`src/rtl/imm_gen_pkg.sv`:
```
// ----------------------------------------------------------------------------
// imm_gen_pkg
// Shared types and constants for the immediate generator pipeline:
//   imm_fmt_e  - 3-bit immediate format code reported on out_fmt
//   OP_*       - RISC-V major opcodes (inst[6:0]) that the decoder recognises
//   dec_res_t  - decoder result {imm, fmt, illegal}; imm is held at the
//                widest legal XLEN (64) and already sign-extended, so a
//                narrower pipeline simply keeps the low XLEN bits
//   occ_e      - occupancy states of the two-entry output skid buffer
// ----------------------------------------------------------------------------
package imm_gen_pkg;

  typedef enum logic [2:0] {
    FMT_NONE = 3'd0,
    FMT_I    = 3'd1,
    FMT_S    = 3'd2,
    FMT_B    = 3'd3,
    FMT_U    = 3'd4,
    FMT_J    = 3'd5
  } imm_fmt_e;

  localparam logic [6:0] OP_LOAD   = 7'b0000011;
  localparam logic [6:0] OP_IMM    = 7'b0010011;
  localparam logic [6:0] OP_JALR   = 7'b1100111;
  localparam logic [6:0] OP_SYSTEM = 7'b1110011;
  localparam logic [6:0] OP_STORE  = 7'b0100011;
  localparam logic [6:0] OP_BRANCH = 7'b1100011;
  localparam logic [6:0] OP_LUI    = 7'b0110111;
  localparam logic [6:0] OP_AUIPC  = 7'b0010111;
  localparam logic [6:0] OP_JAL    = 7'b1101111;
  localparam logic [6:0] OP_OP     = 7'b0110011;
  // RV64-only word forms
  localparam logic [6:0] OP_IMM32  = 7'b0011011;
  localparam logic [6:0] OP_OP32   = 7'b0111011;

  localparam int IMM_MAX_W = 64;

  typedef struct packed {
    logic [IMM_MAX_W-1:0] imm;
    imm_fmt_e             fmt;
    logic                 illegal;
  } dec_res_t;

  typedef enum logic [1:0] {
    OCC_EMPTY = 2'd0,
    OCC_ONE   = 2'd1,
    OCC_TWO   = 2'd2
  } occ_e;

endpackage

```
`src/rtl/imm_decode.sv`:
```
// ----------------------------------------------------------------------------
// imm_decode
// Purely combinational RISC-V immediate decoder.
//   Parameter XLEN (32 or 64) only decides whether the RV64 word opcodes
//   (OP-IMM-32, OP-32) are legal; the immediate itself is always produced
//   sign-extended to 64 bits.
// Ports:
//   inst  in   32-bit instruction word
//   res   out  decode result {imm, fmt, illegal}
// ----------------------------------------------------------------------------
module imm_decode
  import imm_gen_pkg::*;
#(
  parameter int XLEN = 32
) (
  input  logic [31:0] inst,
  output dec_res_t    res
);

  localparam bit IS_RV64 = (XLEN == 64);

  imm_fmt_e fmt;
  logic     illegal;
  logic     sgn;

  assign sgn = inst[31];

  // Format selection from the major opcode.
  always_comb begin
    // NOTE: every signal assigned in a combinational block gets a default
    // first; a path that leaves it unassigned would infer a latch.
    fmt     = FMT_NONE;
    illegal = 1'b0;
    unique case (inst[6:0])
      OP_LOAD, OP_IMM, OP_JALR, OP_SYSTEM: fmt = FMT_I;
      OP_STORE:                            fmt = FMT_S;
      OP_BRANCH:                           fmt = FMT_B;
      OP_LUI, OP_AUIPC:                    fmt = FMT_U;
      OP_JAL:                              fmt = FMT_J;
      OP_OP:                               fmt = FMT_NONE;
      OP_IMM32: begin
        if (IS_RV64) fmt = FMT_I;
        else         illegal = 1'b1;
      end
      OP_OP32: begin
        if (!IS_RV64) illegal = 1'b1;
      end
      default:                             illegal = 1'b1;
    endcase
  end

  // Bit-field assembly; each format sign-extends from inst[31].
  always_comb begin
    res.fmt     = fmt;
    res.illegal = illegal;
    res.imm     = '0;
    unique case (fmt)
      FMT_I: res.imm = {{52{sgn}}, inst[31:20]};
      FMT_S: res.imm = {{52{sgn}}, inst[31:25], inst[11:7]};
      FMT_B: res.imm = {{51{sgn}}, inst[31], inst[7], inst[30:25], inst[11:8], 1'b0};
      FMT_U: res.imm = {{32{sgn}}, inst[31:12], 12'b0};
      FMT_J: res.imm = {{43{sgn}}, inst[31], inst[19:12], inst[20], inst[30:21], 1'b0};
      default: res.imm = '0;
    endcase
  end

endmodule

```
`src/rtl/imm_gen_pipe.sv`:
```
// ----------------------------------------------------------------------------
// imm_gen_pipe
// One-cycle pipelined RISC-V immediate generator with a valid/ready input,
// a valid/ready output and a two-entry output skid buffer (main + skid), so
// in_ready is a pure function of registered state while sustaining one
// result per cycle.
// Parameters:
//   XLEN   immediate width, 32 or 64
//   TAG_W  width of the sideband tag carried with each instruction
// Ports:
//   clk, rst_n            clock, asynchronous active-low reset
//   in_valid/in_ready     input handshake; in_inst, in_tag payload
//   out_valid/out_ready   output handshake
//   out_imm/fmt/illegal   decode result of the oldest buffered instruction
//   out_tag               tag of that instruction
//   illegal_cnt           saturating count of accepted illegal instructions
// ----------------------------------------------------------------------------
module imm_gen_pipe
  import imm_gen_pkg::*;
#(
  parameter int XLEN  = 32,
  parameter int TAG_W = 32
) (
  input  logic             clk,
  input  logic             rst_n,
  input  logic             in_valid,
  output logic             in_ready,
  input  logic [31:0]      in_inst,
  input  logic [TAG_W-1:0] in_tag,
  output logic             out_valid,
  input  logic             out_ready,
  output logic [XLEN-1:0]  out_imm,
  output logic [2:0]       out_fmt,
  output logic             out_illegal,
  output logic [TAG_W-1:0] out_tag,
  output logic [15:0]      illegal_cnt
);

  dec_res_t dec;

  imm_decode #(.XLEN(XLEN)) u_decode (
    .inst (in_inst),
    .res  (dec)
  );

  // The decoder always sign-extends to 64 bits; a 32-bit pipeline keeps only
  // the low word, the rest is redundant copies of the sign bit.
  if (XLEN < IMM_MAX_W) begin : g_narrow
    logic unused_imm_hi;
    assign unused_imm_hi = ^dec.imm[IMM_MAX_W-1:XLEN];
  end

  occ_e state_q, state_d;

  logic accept, retire;
  logic load_main_in, load_main_skid, load_skid;

  logic [XLEN-1:0]  main_imm, skid_imm;
  imm_fmt_e         main_fmt, skid_fmt;
  logic             main_ill, skid_ill;
  logic [TAG_W-1:0] main_tag, skid_tag;
  logic [15:0]      cnt_q;

  assign in_ready  = (state_q != OCC_TWO);
  assign out_valid = (state_q != OCC_EMPTY);
  assign accept    = in_valid & in_ready;
  assign retire    = out_valid & out_ready;

  // Occupancy next-state and buffer steering.
  always_comb begin
    state_d        = state_q;
    load_main_in   = 1'b0;
    load_main_skid = 1'b0;
    load_skid      = 1'b0;
    unique case (state_q)
      OCC_EMPTY: begin
        if (accept) begin
          state_d      = OCC_ONE;
          load_main_in = 1'b1;
        end
      end
      OCC_ONE: begin
        if (accept && !retire) begin
          state_d   = OCC_TWO;
          load_skid = 1'b1;
        end else if (accept && retire) begin
          load_main_in = 1'b1;
        end else if (retire) begin
          state_d = OCC_EMPTY;
        end
      end
      OCC_TWO: begin
        // in_ready is low here, so only a retire can happen.
        if (retire) begin
          state_d        = OCC_ONE;
          load_main_skid = 1'b1;
        end
      end
      default: state_d = OCC_EMPTY;
    endcase
  end

  // NOTE: sequential state uses non-blocking assignments so every register
  // samples pre-edge values, independent of statement order.
  always_ff @(posedge clk or negedge rst_n) begin
    if (!rst_n) state_q <= OCC_EMPTY;
    else        state_q <= state_d;
  end

  // NOTE: both buffer entries are cleared on reset, not just the valid
  // state, so no stale payload is observable after reset release.
  always_ff @(posedge clk or negedge rst_n) begin
    if (!rst_n) begin
      main_imm <= '0;
      main_fmt <= FMT_NONE;
      main_ill <= 1'b0;
      main_tag <= '0;
    end else if (load_main_in) begin
      main_imm <= dec.imm[XLEN-1:0];
      main_fmt <= dec.fmt;
      main_ill <= dec.illegal;
      main_tag <= in_tag;
    end else if (load_main_skid) begin
      main_imm <= skid_imm;
      main_fmt <= skid_fmt;
      main_ill <= skid_ill;
      main_tag <= skid_tag;
    end
  end

  always_ff @(posedge clk or negedge rst_n) begin
    if (!rst_n) begin
      skid_imm <= '0;
      skid_fmt <= FMT_NONE;
      skid_ill <= 1'b0;
      skid_tag <= '0;
    end else if (load_skid) begin
      skid_imm <= dec.imm[XLEN-1:0];
      skid_fmt <= dec.fmt;
      skid_ill <= dec.illegal;
      skid_tag <= in_tag;
    end
  end

  // Counts at acceptance, independent of when the result retires.
  always_ff @(posedge clk or negedge rst_n) begin
    if (!rst_n) begin
      cnt_q <= '0;
    end else if (accept && dec.illegal && (cnt_q != 16'hFFFF)) begin
      cnt_q <= cnt_q + 16'd1;
    end
  end

  assign out_imm     = main_imm;
  assign out_fmt     = main_fmt;
  assign out_illegal = main_ill;
  assign out_tag     = main_tag;
  assign illegal_cnt = cnt_q;

endmodule

```
`config.mk`:
```
export PLATFORM = sky130hd
export DESIGN_NAME = imm_gen_pipe
export DESIGN_NICKNAME = d
export VERILOG_FILES = /design/src/rtl/imm_gen_pkg.sv /design/src/rtl/imm_decode.sv /design/src/rtl/imm_gen_pipe.sv
export SDC_FILE = /design/constraint.sdc
export NUM_CORES = 1
export LEC_CHECK = 0
export CAP_MARGIN = 20
export CORE_MARGIN = 8
export CORE_UTILIZATION = 40
export CTS_CLUSTER_SIZE = 28
export DETAILED_ROUTE_END_ITERATION = 10
export PLACE_DENSITY = 0.62
export SETUP_SLACK_MARGIN = 0.02
export SLEW_MARGIN = 20
export SYNTH_ARGS = -nofsm -noshare
export SYNTH_HDL_FRONTEND = slang
export SYNTH_SLANG_ARGS = --single-unit
```
`constraint.sdc`:
```
create_clock -name clk -period 4.6 [get_ports clk]
set_input_delay 0.92 -clock clk [delete_from_list [all_inputs] [get_ports clk]]
set_output_delay 0.92 -clock clk [all_outputs]
set_load 0.01 [all_outputs]
```
==> run metrics <==
outcome=complete, no violations; initial antenna violation count=0; Synth Instances=769; min Tclk post-route=3.19 ns; H-tree depth=4; setup TNS=0 ns; Row Count=between 40 and 50; Ports=around 150; Total Wirelength=roughly 19000 um; Setup crit start kind=input pin; CTS Hold Buffers Added=0; via count=between 5000 and 6000; share of layout cells above drive strength 1=6.68%; r2r endpoint=out_imm[28]; worst path cell trace=clkdlybuf4s50_1 -> o21ai_1 -> a31oi_2 -> nor2b_1 -> a32oi_1; Starting Density=around 41%; WL/cell=roughly 17 um; Critical Path AT=between 3 and 4 ns; asr flop ratio synth=100%; CTS tree=built; Tcrit/Tclk final=about 69%; IR drop worst, VDD=roughly 0.26 mV; Final Hold Vio Count=0; fraction of the yosys area taken by sequential cells=between 50% and 60%; top cells by area, synth=dfrtp_1 55%, nand2_1 14%, nor2_1 3.8%, a31oi_1 3.2%, a32oi_1 2.5%; final setup fails=0; R2R setup slack=2.06 ns; Tot GR Track Use=between 10% and 20%; slowest CP cell=clkdlybuf4s50_1; post-cts resize count=0; DR pass1 iterations=5; Synth Register Bits=about 150; CP Max Fanout=19; setup bufs post-CTS=0; number of library cell types mapped by synthesis=51; Max Buffers Root-to-Sink=2; Worst Setup SP=in_inst[2]; Mapped Nets=approximately 840; PwrDens=482 nW/um^2; Clock Skews=0.00573 ns; Slew headroom=between 30% and 40%; fmax=~310 MHz; largest net degree at the start of global routing=98; root buffer cell=clkbuf_16; Clock Latency Late Sink=~0.41 ns; Clk pin slew, worst setup/hold paths=~0.060 ns; Setup WS pre-CTS=0.991 ns; LEAKAGE=a little over 4 nW; post-synth top area cell=dfrtp_1; Avg Synthesized Cell Area=9.06 um^2; Die Width=~150 um; Antenna Nets Post-Route=0; most common cell in the netlist=nand2_1; crit path capture=out_imm[28]; ant diodes=0; RSZ-0062 raised after global routing=no; IO buf count=around 150; ys flop type=dfrtp_1; grt ovf=0; die area=between 20000 and 25000 um^2; Setup CP Type=in -> reg; worst reg2reg startpoint=state_q[1]; Synthesis Warnings=0; dpl hpwl=between 10000 and 15000 um; Final GP Congestion=around 0.85; DIE HEIGHT=about 150 um; Yosys top cell area share=55.3%; DR vias/cell=around 5; Max Cap Viol=0; Hold WC Path Type=reg -> reg; Critical Path Sink Type=flop; Post-Syn Area=just under 7000 um^2; fillers=about 1600; area grow syn2layout=33.0%; CP Data Required Time=4.84 ns; Worst-Margin Slew=0.932 ns; vias in the first global route=~5800; R2R depth=5; total clock buffers created by CTS=17; Initial DRC Count=419; core area=between 15000 and 20000 um^2; # clock sinks=154; drt drc=0; Final Max Slew Viols=0; first-pass GRT wire length=~31000 um; critical path's largest stage delay=roughly 0.88 ns; final worst slack=between 1 and 1.5 ns; nets=969; number of synthesized flops with an enable pin=0; top cells by count, synth=266 x nand2_1, 154 x dfrtp_1, 70 x nor2_1
## worst min-delay path by stage
stage                       from      endpoint  cells after the start
floorplan            skid_fmt[1]   skid_fmt[1]                      2
global placement    skid_tag[11]  skid_tag[11]                      2
detailed placement   skid_tag[3]   skid_tag[3]                      2
CTS                  skid_tag[3]   skid_tag[3]                      2
global route         skid_tag[8]   skid_tag[8]                      2
finish              skid_tag[23]  skid_tag[23]                      2
## cell usage in the layout, fill, tap and decap left out, types with 3 or more instances in the layout
cell	instances
a21oi_1	33
a22o_1	6
a22oi_1	4
a31oi_1	36
a32oi_1	20
and2_1	6
and3_1	10
buf_4	6
clkbuf_16	17
clkdlybuf4s50_1	152
clkinv_2	4
clkinvlp_4	4
dfrtp_1	154
inv_6	3
mux2_2	4
mux2i_1	8
nand2_1	264
nand2b_1	6
nand3_1	11
nand4_1	5
nor2_1	69
nor2b_1	4
nor3_1	10
o21ai_0	12
o2bb2ai_1	7
xnor2_1	7
xor2_1	4
## where the power goes
group | internal [W] | leakage, nW | switching, W
combinational | 0.000590 | 1.89 | 0.000557
clock | 0.000815 | 0.279 | 0.000563
sequential | 0.00171 | 1.89 | 0.000227
## per-stage QoR
step / cells / hold WS, ns / total power (W) / util (%) / instance area [um^2]
after global placement: 1106 / 0.457 / 0.00310 / 50.5 / 8680
after detailed placement: 1106 / 0.462 / 0.00312 / 50.5 / 8680
after CTS: 1138 / 0.477 / 0.00452 / 53.9 / 9260
final: 1138 / 0.472 / 0.00446 / 53.9 / 9260
after global routing: 1138 / 0.497 / 0.00473 / 53.9 / 9260
after floorplan: 769 / 0.445 / 0.00249 / - / 6960
## per-layer routing
| layer | global-route usage, % | share of wire [%] |
|---|---|---|
| met5 | 0 | 0 |
| met4 | 4.54 | 0.82 |
| met3 | 4.07 | 5.1 |
| met2 | 27.7 | 46 |
| met1 | 24.6 | 49 |
## sequential cells by signal (all words and copies together), names as in the netlist
register     flops
state_q          2
skid_imm        32
out_fmt          3
illegal_cnt     16
skid_fmt         3
skid_ill         1
out_tag         32
out_illegal      1
out_imm         32
skid_tag        32
## worst max-delay path, delay by kind of cell
kind	cells	cell delay [ns]
AOI/OAI and AO/OA	3	0.86
and+or+nand+nor	1	0.78
buffers and inverters	1	0.88
## cell type report
type	count	area, um^2	area share (%)
Sequential cell	154	3850	41.6
Multi-Input combinational cell	564	2920	31.5
Timing Repair Buffer	161	1620	17.5
Clock buffer	18	439	4.74
Tap cell	225	282	3.04
Clock inverter	14	145	1.57
Inverter	2	7.51	0.0810
## logic make-up (layout without fill, tap and decap cells)
family / after synthesis / count (layout) / share of synthesized area, %
flip-flops: 154 / 154 / 55.3
adder cells (fa/ha/maj): 1 / 1 / 0.180
XOR/XNOR: 11 / 11 / 1.38
multiplexers: 13 / 13 / 1.96
AND/OR/NAND/NOR: 404 / 404 / 24.3
buffers and inverters: 51 / 195 / 3.13
AO/OA/AOI/OAI: 135 / 135 / 13.7
Note: power is estimated with default switching activity, not from simulation.
